<file path="src/rtl/cbus_width_splitter_if.sv">
// Wide-side request/response and narrow CBUS signals of the width splitter.
// slave: the splitter itself; master: the agent driving both sides.
interface cbus_width_splitter_if #(
   parameter int DW = 64,
   parameter int AW = 32
);
   logic          wide_req;
   logic          wide_cmd;
   logic [AW-1:0] wide_addr;
   logic [DW-1:0] wide_wrdata;
   logic          wide_waccept;
   logic          wide_rresp;
   logic [DW-1:0] wide_rddata;
   logic          cbus_req;
   logic          cbus_cmd;
   logic [AW+1:0] cbus_addr;
   logic [31:0]   cbus_wrdata;
   logic          cbus_waccept;
   logic          cbus_rresp;
   logic [31:0]   cbus_rddata;
   logic          err;

   modport slave (
      input  wide_req,
      input  wide_cmd,
      input  wide_addr,
      input  wide_wrdata,
      output wide_waccept,
      output wide_rresp,
      output wide_rddata,
      output cbus_req,
      output cbus_cmd,
      output cbus_addr,
      output cbus_wrdata,
      input  cbus_waccept,
      input  cbus_rresp,
      input  cbus_rddata,
      output err
   );

   modport master (
      output wide_req,
      output wide_cmd,
      output wide_addr,
      output wide_wrdata,
      input  wide_waccept,
      input  wide_rresp,
      input  wide_rddata,
      input  cbus_req,
      input  cbus_cmd,
      input  cbus_addr,
      input  cbus_wrdata,
      output cbus_waccept,
      output cbus_rresp,
      output cbus_rddata,
      input  err
   );
endinterface

</file>
<file path="src/rtl/cbus_width_splitter.sv">
// Splits one DW-bit wide transaction into NW back-to-back 32-bit CBUS beats.
// Optional stall timeout: define CBUS_WIDTH_SPLITTER_TIMEOUT_EN.
module cbus_width_splitter #(
   parameter int DW = 64,
   parameter int AW = 32
) (
   input logic                  clk,
   input logic                  sreset_n,
   cbus_width_splitter_if.slave bus
);
   localparam int NW = DW / 32;
   localparam logic [1:0] LAST_PH = 2'(NW - 1);

   localparam logic [1:0] S_IDLE = 2'd0;
   localparam logic [1:0] S_XFER = 2'd1;
   localparam logic [1:0] S_RESP = 2'd2;

   logic [1:0]    state_q, state_d;
   logic [1:0]    phase_q, phase_d;
   logic          cmd_q, cmd_d;
   logic [AW-1:0] addr_q, addr_d;
   logic [DW-1:0] wdata_q, wdata_d;
   logic [DW-1:0] rdata_q, rdata_d;
   logic          wacc_q, wacc_d;
   logic          rresp_q, rresp_d;
   logic          hs;
   logic          last;
   logic          stall_to;
   logic [31:0]   wr_word;

   // only the strobe matching the captured command completes a beat
   assign hs = (state_q == S_XFER) &
               (cmd_q ? bus.cbus_rresp : bus.cbus_waccept);
   assign last = (phase_q == LAST_PH);

   always_comb begin
      wr_word = 32'd0;
      for (int w = 0; w < NW; w++) begin
         if (phase_q == 2'(w)) wr_word = wdata_q[w*32 +: 32];
      end
   end

`ifdef CBUS_WIDTH_SPLITTER_TIMEOUT_EN
   logic [7:0] cnt_q, cnt_d;
   logic       err_q;

   always_comb begin
      cnt_d = 8'd0;
      if ((state_q == S_XFER) && !hs && (cnt_q != 8'hFF))
         cnt_d = cnt_q + 8'd1;
   end

   assign stall_to = (state_q == S_XFER) & ~hs & (cnt_q == 8'hFF);

   always_ff @(posedge clk) begin
      if (!sreset_n) begin
         cnt_q <= 8'd0;
         err_q <= 1'b0;
      end else begin
         cnt_q <= cnt_d;
         err_q <= stall_to;
      end
   end

   assign bus.err = err_q;
`else
   assign stall_to = 1'b0;
   assign bus.err  = 1'b0;
`endif

   always_comb begin
      state_d = state_q;
      phase_d = phase_q;
      cmd_d   = cmd_q;
      addr_d  = addr_q;
      wdata_d = wdata_q;
      rdata_d = rdata_q;
      wacc_d  = 1'b0;
      rresp_d = 1'b0;
      unique case (1'b1)
         (state_q == S_IDLE): begin
            if (bus.wide_req) begin
               cmd_d   = bus.wide_cmd;
               addr_d  = bus.wide_addr;
               wdata_d = bus.wide_wrdata;
               phase_d = 2'd0;
               state_d = S_XFER;
            end
         end
         (state_q == S_XFER): begin
            if (hs) begin
               if (cmd_q) begin
                  for (int w = 0; w < NW; w++) begin
                     if (phase_q == 2'(w))
                        rdata_d[w*32 +: 32] = bus.cbus_rddata;
                  end
               end
               if (last) begin
                  state_d = S_RESP;
                  wacc_d  = ~cmd_q;
                  rresp_d = cmd_q;
               end else begin
                  phase_d = phase_q + 2'd1;
               end
            end else if (stall_to) begin
               state_d = S_RESP;
               wacc_d  = ~cmd_q;
               rresp_d = cmd_q;
            end
         end
         (state_q == S_RESP): begin
            state_d = S_IDLE;
         end
         default: begin
            state_d = S_IDLE;
         end
      endcase
   end

   always_ff @(posedge clk) begin
      if (!sreset_n) begin
         state_q <= S_IDLE;
         phase_q <= 2'd0;
         cmd_q   <= 1'b0;
         addr_q  <= '0;
         wdata_q <= '0;
         rdata_q <= '0;
         wacc_q  <= 1'b0;
         rresp_q <= 1'b0;
      end else begin
         state_q <= state_d;
         phase_q <= phase_d;
         cmd_q   <= cmd_d;
         addr_q  <= addr_d;
         wdata_q <= wdata_d;
         rdata_q <= rdata_d;
         wacc_q  <= wacc_d;
         rresp_q <= rresp_d;
      end
   end

   assign bus.cbus_req     = (state_q == S_XFER);
   assign bus.cbus_cmd     = cmd_q;
   assign bus.cbus_addr    = {addr_q, phase_q};
   assign bus.cbus_wrdata  = wr_word;
   assign bus.wide_waccept = wacc_q;
   assign bus.wide_rresp   = rresp_q;
   assign bus.wide_rddata  = rdata_q;
endmodule

</file>
<file path="src/flat_wrapper.sv">
// flat-port wrapper written by rule: the top's interface ports become plain ports
module cbus_width_splitter_flat 
#(
   parameter int DW = 64,
   parameter int AW = 32
)
  (clk, sreset_n, bus_wide_req, bus_wide_cmd, bus_wide_addr, bus_wide_wrdata, bus_wide_waccept, bus_wide_rresp, bus_wide_rddata, bus_cbus_req, bus_cbus_cmd, bus_cbus_addr, bus_cbus_wrdata, bus_cbus_waccept, bus_cbus_rresp, bus_cbus_rddata, bus_err);
  cbus_width_splitter_if #(.DW(DW), .AW(AW)) bus_i ();
  input logic clk;
  input logic sreset_n;
  input wire logic [$bits(bus_i.wide_req)-1:0] bus_wide_req;
  input wire logic [$bits(bus_i.wide_cmd)-1:0] bus_wide_cmd;
  input wire logic [$bits(bus_i.wide_addr)-1:0] bus_wide_addr;
  input wire logic [$bits(bus_i.wide_wrdata)-1:0] bus_wide_wrdata;
  output wire logic [$bits(bus_i.wide_waccept)-1:0] bus_wide_waccept;
  output wire logic [$bits(bus_i.wide_rresp)-1:0] bus_wide_rresp;
  output wire logic [$bits(bus_i.wide_rddata)-1:0] bus_wide_rddata;
  output wire logic [$bits(bus_i.cbus_req)-1:0] bus_cbus_req;
  output wire logic [$bits(bus_i.cbus_cmd)-1:0] bus_cbus_cmd;
  output wire logic [$bits(bus_i.cbus_addr)-1:0] bus_cbus_addr;
  output wire logic [$bits(bus_i.cbus_wrdata)-1:0] bus_cbus_wrdata;
  input wire logic [$bits(bus_i.cbus_waccept)-1:0] bus_cbus_waccept;
  input wire logic [$bits(bus_i.cbus_rresp)-1:0] bus_cbus_rresp;
  input wire logic [$bits(bus_i.cbus_rddata)-1:0] bus_cbus_rddata;
  output wire logic [$bits(bus_i.err)-1:0] bus_err;
  assign bus_i.wide_req = bus_wide_req;
  assign bus_i.wide_cmd = bus_wide_cmd;
  assign bus_i.wide_addr = bus_wide_addr;
  assign bus_i.wide_wrdata = bus_wide_wrdata;
  assign bus_wide_waccept = bus_i.wide_waccept;
  assign bus_wide_rresp = bus_i.wide_rresp;
  assign bus_wide_rddata = bus_i.wide_rddata;
  assign bus_cbus_req = bus_i.cbus_req;
  assign bus_cbus_cmd = bus_i.cbus_cmd;
  assign bus_cbus_addr = bus_i.cbus_addr;
  assign bus_cbus_wrdata = bus_i.cbus_wrdata;
  assign bus_i.cbus_waccept = bus_cbus_waccept;
  assign bus_i.cbus_rresp = bus_cbus_rresp;
  assign bus_i.cbus_rddata = bus_cbus_rddata;
  assign bus_err = bus_i.err;
  cbus_width_splitter #(.DW(DW), .AW(AW)) u_core (.clk(clk), .sreset_n(sreset_n), .bus(bus_i));
endmodule
</file>
<file path="config.mk">
export PLATFORM = sky130hd
export DESIGN_NAME = cbus_width_splitter_flat
export DESIGN_NICKNAME = d
export VERILOG_FILES = /design/src/rtl/cbus_width_splitter_if.sv /design/src/rtl/cbus_width_splitter.sv /design/src/flat_wrapper.sv
export SDC_FILE = /design/constraint.sdc
export NUM_CORES = 1
export LEC_CHECK = 0
export BUFFER_PORTS_ARGS = -buffer_cell sky130_fd_sc_hd__buf_4
export CORE_MARGIN = 1
export CORE_UTILIZATION = 45
export CTS_CLUSTER_DIAMETER = 150
export CTS_CLUSTER_SIZE = 8
export DETAILED_ROUTE_END_ITERATION = 10
export GPL_TIMING_DRIVEN = 0
export PLACE_DENSITY = 0.8
export SLEW_MARGIN = 40
export SYNTH_ARGS = -nofsm -noshare
export SYNTH_HDL_FRONTEND = slang
export SYNTH_SLANG_ARGS = --single-unit
</file>
<file path="constraint.sdc">
create_clock -name clk -period 1.7 [get_ports clk]
set_input_delay 0.085 -clock clk [delete_from_list [all_inputs] [get_ports clk]]
set_output_delay 0.085 -clock clk [all_outputs]
set_load 0.005 [all_outputs]
</file>
==> impl_metrics.env <==
export IMPL_status="finished, violations left"
export IMPL_failed_checks="setup timing"
export IMPL_antenna_found_initial=0
export IMPL_switching_share=0.2474
export IMPL_port_buffers=266
export IMPL_clk_path_buf_depth=2
export IMPL_crit_slowest_cell="dfxtp_4"
export IMPL_synth_seq_cells=167
export IMPL_cts_buffers=17
export IMPL_ir_worst_vdd_mv=0.5671
export IMPL_routed_wl_mm=24.84
export IMPL_ctsRootBufferMaster="clkbuf_16"
export IMPL_ys_seq_area_frac=0.4996
export IMPL_worstHoldPathCells=3
export IMPL_fin_crit_ns=1.788
export IMPL_layout_drive_gt1_share=0.3037
export IMPL_detail_route_wl_per_cell_um=17.35
export IMPL_placedCellCount=1254
export IMPL_rr_worst_depth=5
export IMPL_cp_endpoint="bus_cbus_wrdata[17]"
export IMPL_rows=44
export IMPL_layout_setup_ws_ns=-0.08849
export IMPL_die_width_um=123.9
export IMPL_viasPerCell=5.102
export IMPL_multi_input_area_mm2=0.003266
export IMPL_worst_pin_slew_ns=0.5707
export IMPL_antenna_cells=0
export IMPL_slew_headroom=0.6195
export IMPL_synth_area_mm2=0.006691
export IMPL_rsz0062_at_grt="true"
export IMPL_cts_sinks=167
export IMPL_sequentialPowerShare=0.455
export IMPL_drt_iter0_markers=405
export IMPL_setup_tns_ns=-0.3372
export IMPL_clk_pin_slew_ns=0.06
export IMPL_regArea_mm2=0.003348
export IMPL_synth_nets=941
export IMPL_finalCritPeriodShare=1.052
export IMPL_grt_max_degree=17
export IMPL_postSynthAreaPerCell_um2=8.323
export IMPL_pre_cts_slack_ns=-0.3198
export IMPL_fin_skew_ns=0.007408
export IMPL_clock_latency_ns=0.43
export IMPL_track_usage=0.3071
export IMPL_initial_core_util=0.4604
export IMPL_route_detailed_drc=0
export IMPL_path_cells="inv_4, ha_4, clkbuf_16, nand2_1, o21ai_1, buf_4"
export IMPL_n_fill_cell=905
export IMPL_dr_pass1_iters=5
export IMPL_cp_required_ns=1.62
export IMPL_hold_class="primary input to flip-flop"
export IMPL_ys_warn_count=0
export IMPL_coreArea_mm2=0.01453
export IMPL_grt_pass1_vias=7476
export IMPL_worst_hold_slack_ns=0.2903
export IMPL_path_class="flip-flop to output port"
export IMPL_h_tree_depth=4
export IMPL_totalPowerFinal_mw=9.112
export IMPL_startpoint_type="flip-flop"
export IMPL_routabilityCongestion=0.8407
export IMPL_cp_top_family="buffers and inverters"
export IMPL_ios=269
export IMPL_syn_inst=804
export IMPL_fmax_mhz=559.1
export IMPL_reg2reg_to="u_core.wdata_q[6]$_SDFFE_PN0P_"
export IMPL_layout_cells_non_filler=1432
export IMPL_finalHoldViolations=0
export IMPL_fin_nets=1372
export IMPL_die_area_mm2=0.01536
export IMPL_crit_cells=6
export IMPL_intPower_mw=6.857
export IMPL_dp_hpwl_mm=14.49
export IMPL_switching_power_mw=2.254
export IMPL_comb_power_share=0.150
export IMPL_area_delta_synth_final_pct=68.74
export IMPL_cts_tree="yes"
export IMPL_grt_pass1_wl_mm=36.02
export IMPL_p_leak_nw=5.369
export IMPL_worstPathMaxFanout=8
export IMPL_cp_arrival_ns=1.70
export IMPL_p_clk_frac=0.395
export IMPL_cp_num_buf_inv=3
export IMPL_crit_path_max_incr_delay_ns=0.37
export IMPL_synthDistinctLibCells=23
export IMPL_crit_start="u_core.phase_q[0]$_SDFFE_PN0P_"
export IMPL_finalSetupViolCount=12
export IMPL_antenna_left=0
export IMPL_p_per_area_mw_per_mm2=807.0
export IMPL_fp_dieH_um=123.9
export IMPL_endpoint_kind="output port"
export IMPL_via_count=7306
export IMPL_max_cap_violations=0
export IMPL_r2r_start="u_core.state_q[1]$_SDFFE_PN0P_"
export IMPL_gr_total_overflow=0
export IMPL_slew_viol_final=0
export IMPL_ff2ff_setup_slack_ns=0.02
## layout by cell type (no fill, tap or decap), types with 2 or more instances in the layout
| cell | synthesis | final |
|---|---|---|
| buf_6 | 0 | 6 |
| clkbuf_8 | 0 | 4 |
| a21boi_0 | 67 | 67 |
| buf_8 | 0 | 3 |
| mux2i_1 | 67 | 67 |
| ha_4 | 0 | 2 |
| o21ai_1 | 0 | 11 |
| clkinv_2 | 0 | 3 |
| buf_2 | 15 | 15 |
| o21ai_0 | 32 | 2 |
| inv_4 | 0 | 2 |
| nand2_1 | 355 | 343 |
| clkbuf_16 | 0 | 22 |
| o21ai_4 | 0 | 2 |
| a21boi_1 | 30 | 30 |
| buf_4 | 2 | 274 |
| nor2_1 | 2 | 2 |
| nor3b_1 | 2 | 2 |
| clkbuf_2 | 0 | 5 |
| o21ai_2 | 0 | 17 |
| dfxtp_1 | 167 | 165 |
| nand4_4 | 2 | 2 |
| nand2_2 | 0 | 4 |
| nand2_4 | 0 | 8 |
| clkbuf_1 | 45 | 36 |
| clkinvlp_4 | 0 | 4 |
| nand3_1 | 5 | 5 |
| dlygate4sd3_1 | 0 | 132 |
## cells in the mapped netlist, drive strengths merged
master	instances	area, um2
nand2	355	1333
dfxtp	167	3343
a21boi	97	728.2
mux2i	67	670.6
clkbuf	45	168.9
o21ai	32	160.2
buf	18	93.83
nand3	5	25.02
ha	3	37.54
nor3b	3	27.52
inv	2	7.510
nand4	2	42.54
nor2	2	7.510
and3b	1	8.760
and4b	1	10.01
conb	1	3.750
nor2b	1	6.260
nor4b	1	8.760
or3b	1	8.760
## area by class of cell
type	count	share of cell area
buffer	61	0.03579
clock inverter	8	0.006649
sequential	167	0.2965
inverter	2	0.001108
timing repair buffer	414	0.3094
multi-input combinational	572	0.2892
tap	184	0.02039
clock buffer	24	0.04089
## kinds of logic after synthesis
logic type                 share of synthesized area
adders and majority gates                   0.005610
and+or+nand+nor                               0.2208
DFF                                           0.4996
buffers and inverters                        0.04039
muxes                                         0.1002
AOI/OAI and AO/OA                             0.1328
other                                      0.0005604
## timing repair
| item | in CTS | in global routing |
|---|---|---|
| endpoints found under the setup margin | 147 | 63 |
| setup buffers | 6 | 4 |
| pin swaps | 2 | 10 |
| cloned | 3 | 3 |
| endpoints found under the hold margin | 164 | 0 |
| hold buffers | 132 | 0 |
| gates resized for setup | 80 | 55 |
## worst min-delay path: cells and delay by family
family | cells | cell delay, ns
buffers and inverters | 2 | 0.42
AOI/OAI and AO/OA | 1 | 0.16
## state kept, by name, indices dropped and copies added (netlist names)
name / count
u_core.wdata_q: 64
u_core.bus.wide_waccept: 1
u_core.bus.cbus_cmd: 1
u_core.phase_q: 2
u_core.bus.wide_rresp: 1
u_core.state_q: 2
u_core.bus.wide_rddata: 64
u_core.addr_q: 32
## power groups by stage
stage	Clock, mW	Sequential, mW	Combinational [mW]
final	3.60	4.14	1.36
after global routing	3.79	4.16	1.46
after floorplan	0	4.21	0.424
after detailed placement	0	4.21	0.970
after global placement	0	4.21	0.961
after CTS	3.62	4.13	1.28
## per-layer routing
layer / up-vias / wire length [um] / GRT usage
li1: 3466 / - / -
met1: 3430 / 9495 / 0.3329
met2: 343 / 12670 / 0.5424
met3: 67 / 1785 / 0.07967
met4: 0 / 893 / 0.1711
met5: - / 0 / 0
## stage by stage
step                instance area [um2]    util
floorplan                          6691       -
global placement                   8919  0.6136
detailed placement                 8919  0.6136
CTS                               11080  0.7627
global route                      11290  0.7769
finish                            11290  0.7769
## worst min path at each step
stage	from	to	slack [ns]
4_1_cts	sreset_n	u_core.wdata_q[7]$_SDFFE_PN0P_	0.29
3_3_place_gp	bus_wide_wrdata[48]	u_core.wdata_q[48]$_SDFFE_PN0P_	0.33
5_1_grt	sreset_n	u_core.addr_q[24]$_SDFFE_PN0P_	0.31
6_report	sreset_n	u_core.addr_q[22]$_SDFFE_PN0P_	0.29
3_5_place_dp	bus_wide_wrdata[45]	u_core.wdata_q[45]$_SDFFE_PN0P_	0.34
2_1_floorplan	bus_cbus_rresp	u_core.bus.wide_rresp$_SDFF_PN0_	0.21
No activity file was read; power rests on OpenSTA's default activity.
